`config.mk`:
```
export PLATFORM = sky130hd
export DESIGN_NAME = instruction_fetch
export DESIGN_NICKNAME = d
export VERILOG_FILES = /design/src/rtl/ifetch_pkg.sv /design/src/rtl/ifetch_fifo.sv /design/src/rtl/instruction_fetch.sv
export SDC_FILE = /design/constraint.sdc
export NUM_CORES = 1
export LEC_CHECK = 0
export BUFFER_PORTS_ARGS = -buffer_cell sky130_fd_sc_hd__buf_2
export CAP_MARGIN = 20
export CORE_MARGIN = 2
export CORE_UTILIZATION = 35
export DETAILED_ROUTE_END_ITERATION = 8
export PLACE_DENSITY = 0.52
export SLEW_MARGIN = 0
export SYNTH_ARGS = -nofsm -noshare
export SYNTH_HDL_FRONTEND = slang
export SYNTH_SLANG_ARGS = --single-unit
```
`constraint.sdc`:
```
create_clock -name clk -period 1.76 [get_ports clk]
set_input_delay 0 -clock clk [delete_from_list [all_inputs] [get_ports clk]]
set_output_delay 0 -clock clk [all_outputs]
set_load 0.05 [all_outputs]
```
`src/rtl/ifetch_pkg.sv`:
```
// Shared types and defaults for the instruction fetch stage: FSM state, buffered entry, PC step.
package ifetch_pkg;

  localparam int unsigned IFETCH_ADDR_W  = 32;
  localparam int unsigned IFETCH_INSTR_W = 32;
  localparam int unsigned IFETCH_DEPTH   = 2;
  localparam logic [15:0] IFETCH_STEP    = 16'd4;

  typedef enum logic {
    IDLE = 1'b0,
    REQ  = 1'b1
  } ifetch_state_e;

  typedef struct packed {
    logic [IFETCH_ADDR_W-1:0]  addr;
    logic [IFETCH_INSTR_W-1:0] data;
  } ifetch_entry_t;

  function automatic logic word_aligned(input logic [1:0] lsb);
    return lsb == 2'b00;
  endfunction

endpackage

```
`src/rtl/ifetch_fifo.sv`:
```
// Small synchronous FIFO of fetched {addr, data} entries; head holds the last popped
// entry while empty so downstream sees a stable word.
module ifetch_fifo
  import ifetch_pkg::*;
#(
  parameter int unsigned DEPTH   = IFETCH_DEPTH,
  parameter type         entry_t = ifetch_entry_t
) (
  input  logic                     clk,
  input  logic                     reset_n,
  input  logic                     push_i,
  input  entry_t                   push_data_i,
  input  logic                     pop_i,
  output entry_t                   head_o,
  output logic [$clog2(DEPTH):0]   count_o,
  output logic                     empty_o
);

  localparam int unsigned PTR_W = $clog2(DEPTH);
  localparam int unsigned CNT_W = PTR_W + 1;

  entry_t             mem_q [DEPTH];
  entry_t             last_q;
  logic [PTR_W-1:0]   wr_ptr_q, rd_ptr_q;
  logic [CNT_W-1:0]   count_q, count_d;
  logic               do_pop_c;

  assign empty_o  = (count_q == '0);
  assign do_pop_c = pop_i && !empty_o;

  // Producer is gated on free space upstream, so a push never meets a full FIFO.
  always_comb begin
    count_d = count_q;
    if (push_i && !do_pop_c) begin
      count_d = count_q + CNT_W'(1);
    end else if (!push_i && do_pop_c) begin
      count_d = count_q - CNT_W'(1);
    end
  end

  always_ff @(posedge clk or negedge reset_n) begin
    if (!reset_n) begin
      for (int unsigned i = 0; i < DEPTH; i++) begin
        mem_q[i] <= '0;
      end
      last_q   <= '0;
      wr_ptr_q <= '0;
      rd_ptr_q <= '0;
      count_q  <= '0;
    end else begin
      if (push_i) begin
        mem_q[wr_ptr_q] <= push_data_i;
        wr_ptr_q        <= wr_ptr_q + PTR_W'(1);
      end
      if (do_pop_c) begin
        last_q   <= mem_q[rd_ptr_q];
        rd_ptr_q <= rd_ptr_q + PTR_W'(1);
      end
      count_q <= count_d;
    end
  end

  assign head_o  = empty_o ? last_q : mem_q[rd_ptr_q];
  assign count_o = count_q;

endmodule

```
`src/rtl/instruction_fetch.sv`:
```
// Fetch stage: single-outstanding req/ack reads at the PC address, buffered for decode.
// Optional alignment fault checking is enabled with IFETCH_ALIGN_CHECK_EN.
module instruction_fetch
  import ifetch_pkg::*;
#(
  parameter int unsigned ADDR_W  = IFETCH_ADDR_W,
  parameter int unsigned INSTR_W = IFETCH_INSTR_W,
  parameter int unsigned DEPTH   = IFETCH_DEPTH,
  parameter logic [15:0] STEP    = IFETCH_STEP
) (
  input  logic               clk,
  input  logic               reset_n,
  input  logic [ADDR_W-1:0]  pc_address,
  output logic [15:0]        pc_offset,
  output logic               mem_req,
  output logic [ADDR_W-1:0]  mem_addr,
  input  logic               mem_ack,
  input  logic [INSTR_W-1:0] mem_rdata,
  output logic               instr_valid,
  input  logic               instr_ready,
  output logic [INSTR_W-1:0] instr_data,
  output logic [ADDR_W-1:0]  instr_addr
`ifdef IFETCH_ALIGN_CHECK_EN
  ,
  output logic               fetch_fault
`endif
);

  localparam int unsigned CNT_W = $clog2(DEPTH) + 1;

  typedef struct packed {
    logic [ADDR_W-1:0]  addr;
    logic [INSTR_W-1:0] data;
  } entry_t;

  ifetch_state_e      state_q, state_d;
  logic               mem_req_q, mem_req_d;
  logic [ADDR_W-1:0]  mem_addr_q, mem_addr_d;
  logic               push_c;
  logic               pop_c;
  logic               space_c;
  logic               issue_block_c;
  logic [CNT_W-1:0]   fifo_count;
  logic               fifo_empty;
  entry_t             push_entry;
  entry_t             head_entry;

  assign space_c = (fifo_count < CNT_W'(DEPTH));

`ifdef IFETCH_ALIGN_CHECK_EN
  logic fault_q;
  logic misaligned_c;

  assign misaligned_c  = !word_aligned(pc_address[1:0]);
  assign issue_block_c = fault_q || misaligned_c;

  // Sticky until reset; once set the stage never issues again.
  always_ff @(posedge clk or negedge reset_n) begin
    if (!reset_n) begin
      fault_q <= 1'b0;
    end else if (state_q == IDLE && misaligned_c) begin
      fault_q <= 1'b1;
    end
  end

  assign fetch_fault = fault_q;
`else
  assign issue_block_c = 1'b0;
`endif

  // Next state, request register updates, FIFO push and the PC offset.
  always_comb begin
    state_d    = state_q;
    mem_req_d  = mem_req_q;
    mem_addr_d = mem_addr_q;
    push_c     = 1'b0;
    pc_offset  = 16'd0;
    case (state_q)
      IDLE: begin
        if (space_c && !issue_block_c) begin
          state_d    = REQ;
          mem_req_d  = 1'b1;
          mem_addr_d = pc_address;
        end
      end
      REQ: begin
        if (mem_ack) begin
          push_c    = 1'b1;
          pc_offset = STEP;
          state_d   = IDLE;
          mem_req_d = 1'b0;
        end
      end
      default: begin
        state_d   = IDLE;
        mem_req_d = 1'b0;
      end
    endcase
  end

  always_ff @(posedge clk or negedge reset_n) begin
    if (!reset_n) begin
      state_q    <= IDLE;
      mem_req_q  <= 1'b0;
      mem_addr_q <= '0;
    end else begin
      state_q    <= state_d;
      mem_req_q  <= mem_req_d;
      mem_addr_q <= mem_addr_d;
    end
  end

  assign mem_req  = mem_req_q;
  assign mem_addr = mem_addr_q;

  assign push_entry.addr = mem_addr_q;
  assign push_entry.data = mem_rdata;
  assign pop_c           = instr_valid && instr_ready;

  ifetch_fifo #(
    .DEPTH   (DEPTH),
    .entry_t (entry_t)
  ) u_fifo (
    .clk         (clk),
    .reset_n     (reset_n),
    .push_i      (push_c),
    .push_data_i (push_entry),
    .pop_i       (pop_c),
    .head_o      (head_entry),
    .count_o     (fifo_count),
    .empty_o     (fifo_empty)
  );

  assign instr_valid = !fifo_empty;
  assign instr_data  = head_entry.data;
  assign instr_addr  = head_entry.addr;

endmodule
```
==> results by group <==
Outcome
  • Outcome: complete, but fails checks
  • Failing checks: negative setup slack

Drt
  • Iter 0 DRT Violations: 290
  • Avg Vias per Cell: 4.72
  • ANT nets after route: 0
  • DRC violations left: 0
  • Drt total wl: 26.1 mm
  • DR vias: 6858
  • Drt pass-1 iters: 4
  • Routed wire per std cell: 17.9 µm

Yosys
  • Most frequent cell after synthesis: dfrtp_1
  • Synth top area share: 0.577
  • Number of synthesized flops with an enable pin: 0
  • Post-synth top area cell: dfrtp_1
  • Post-Synthesis Cells: 797
  • Seq/Total Area, Yosys: 0.577
  • Synth warnings: 0
  • Most frequent cells after synthesis: 230 x dfrtp_1, 111 x mux2_2, 68 x nor2_1
  • Fraction of registers with async set/reset: 1.00
  • Mapped Area: 9980 µm²
  • Avg Cell Area, Syn: 12.5 µm²
  • Largest cells by area after synthesis: dfrtp_1 58%, mux2_2 13%, mux2i_1 6.4%
  • Post-synth top flop: dfrtp_1
  • Post-synth cell types: 20
  • Register bit count reported by yosys: 230

Critical path
  • CP Launch Type: register
  • Critical path fanouts, max: 11
  • Slowest CP cell: dfrtp_4
  • Critical path's top delay family: flip-flops
  • Worst Path Required: 1.76 ns
  • CP bufs+invs: 3
  • Length in cells of the worst reg-to-reg path: 4
  • Worst Path Arrival: 1.87 ns
  • Crit path capture type: output port
  • Critical path type: register to output port
  • Worst reg-to-reg setup slack: 0.20 ns
  • Reg2Reg Launch Point: state_q
  • Largest stage delay on the critical path: 0.49 ns
  • CP cell instances: buf_8 -> buf_12 -> mux2i_4 -> a21oi_2 -> buf_6
  • Crit Reg-Reg Endpoint: u_fifo.mem_q[88]
  • Setup crit start: u_fifo.rd_ptr_q

Worst hold path
  • Hold Crit Depth: 3
  • Hold crit path type: primary input to register
  • Hold path endpoint: mem_addr[9]
  • Hold wc startpoint: pc_address[9]

Floorplan
  • Die Span X: 173 µm
  • # rows: 61
  • CORE AREA: 27900 µm²
  • Effective utilization at floorplan: 0.357
  • # IOs: 182
  • DIE HEIGHT: 173 µm
  • Die area: 29900 µm²

GRT
  • GR Util All Layers: 0.155
  • Pin count of the biggest net entering global routing: 80
  • Vias in the first global route: 6867
  • Initial antenna violation count: 1
  • First-pass GRT wire length: 38.0 mm
  • GRT overflow: 0

Clock tree
  • Cts bufs inserted: 27
  • Sink Count: 230
  • CTS tree: yes
  • Clock transition at path regs: 0.06 ns
  • CTS max path bufs: 3
  • Root Buffer: clkbuf_16
  • H-tree levels: 1
  • Clock latency on the worst-skew pair: 0.53 ns

STA
  • Hold WS: 0.234 ns
  • Post-route setup slack: -0.115 ns
  • RSZ-0062 raised after global routing: true
  • Final Cycle Share: 1.07
  • FMAX: 533 MHz
  • Max Slew Vio Count: 0
  • Clk_skew: 0.0106 ns
  • Min cycle time layout: 1.87 ns
  • Final setup viols: 64
  • Hold Fails Final Rpt: 0

Place
  • Placed standard-cell area: 11500 µm²
  • Final HPWL DP: 14.4 mm
  • Port bufs: 166
  • Placer Congestion: 0.683

Final layout
  • Layout net count: 1123
  • Post-route cell area: 14400 µm²
  • P&R area growth vs syn: 44.4%
  • Layout cells sized above 1: 0.524

Flow run
  • Max Cap Violations: 0
## cell type report
class	instances	area (µm²)
Fill cell	2419	13500
Antenna cell	1	2.50
Multi-Input combinational cell	514	4610
Inverter	2	7.51
Clock buffer	35	746
Clock inverter	13	150
Tap cell	378	473
Sequential cell	230	5760
Timing Repair Buffer	279	2660
## layer usage
| metal | up-vias | global-route usage | share of wire |
|---|---|---|---|
| met5 | - | 0 | 0 |
| met4 | 0 | 0.0321 | 0.014 |
| met3 | 25 | 0.0248 | 0.040 |
| met2 | 162 | 0.247 | 0.47 |
| met1 | 3417 | 0.226 | 0.48 |
| li1 | 3254 | - | - |
## registers in the layout, indices dropped and copies added (netlist names)
register,cells
state_q,1
u_fifo.rd_ptr_q,1
u_fifo.count_o,2
mem_addr,32
u_fifo.wr_ptr_q,1
u_fifo.last_q,64
mem_req,1
u_fifo.mem_q,128
## per-stage QoR
stage | instances | util | worst slack (ns) | setup TNS, ns
global placement | 1311 | 0.411 | 0.189 | 0
finish | 1452 | 0.516 | -0.115 | -4.93
CTS | 1430 | 0.482 | -0.192 | -8.51
floorplan | 811 | - | -0.128 | -3.17
global route | 1452 | 0.516 | -0.186 | -9.45
detailed placement | 1311 | 0.411 | 0.207 | 0
## layout by cell type (no fill, tap or decap), drive strengths merged, types with 7 or more instances in the layout
| cell | netlist | layout |
|---|---|---|
| conb | 1 | 15 |
| o21ai | 65 | 65 |
| clkbuf | 13 | 42 |
| dfrtp | 230 | 230 |
| nor2 | 68 | 68 |
| dlygate4sd3 | 0 | 68 |
| a21oi | 65 | 65 |
| clkinv | 0 | 7 |
| mux2i | 64 | 64 |
| buf | 54 | 204 |
| mux2 | 160 | 160 |
| nand2 | 67 | 67 |
## how the worst max path moves through the flow
stage,end,slack [ns],depth (start not counted)
4_1_cts,instr_addr[14],-0.19,4
2_1_floorplan,instr_addr[22],-0.13,4
6_report,instr_addr[24],-0.11,5
5_1_grt,instr_addr[9],-0.19,5
3_5_place_dp,instr_addr[18],0.21,5
3_3_place_gp,instr_addr[24],0.19,4
## tightest hold or removal path: stages
cell and delay [ns]:
dlygate4sd3_1 0.51, buf_2 0.09, mux2_2 0.13
## what timing repair did
item | in CTS | in global routing
setup buffers | 3 | 3
resized for setup | 114 | 175
hold buffers | 68 | 0
endpoints found under the hold margin | 330 | 0
setup endpoints to repair | 65 | 65
gates cloned | 0 | 18
pin swaps | 4 | 42
## logic make-up (layout without fill, tap and decap cells)
logic type	after synthesis	after routing	synth area share
DFF	230	230	0.577
adders and majority gates	1	1	0.00125
AOI/OAI and AO/OA	130	130	0.0652
and+or+nand+nor	138	140	0.0525
buffers and inverters	69	329	0.0405
muxes	224	224	0.260
other	1	16	0.000376
xor gates and xnor gates	4	4	0.00351
Power is left out: the tool's default activity adds up to more than one toggle a clock period on the data nets, which glitch-free logic cannot reach.
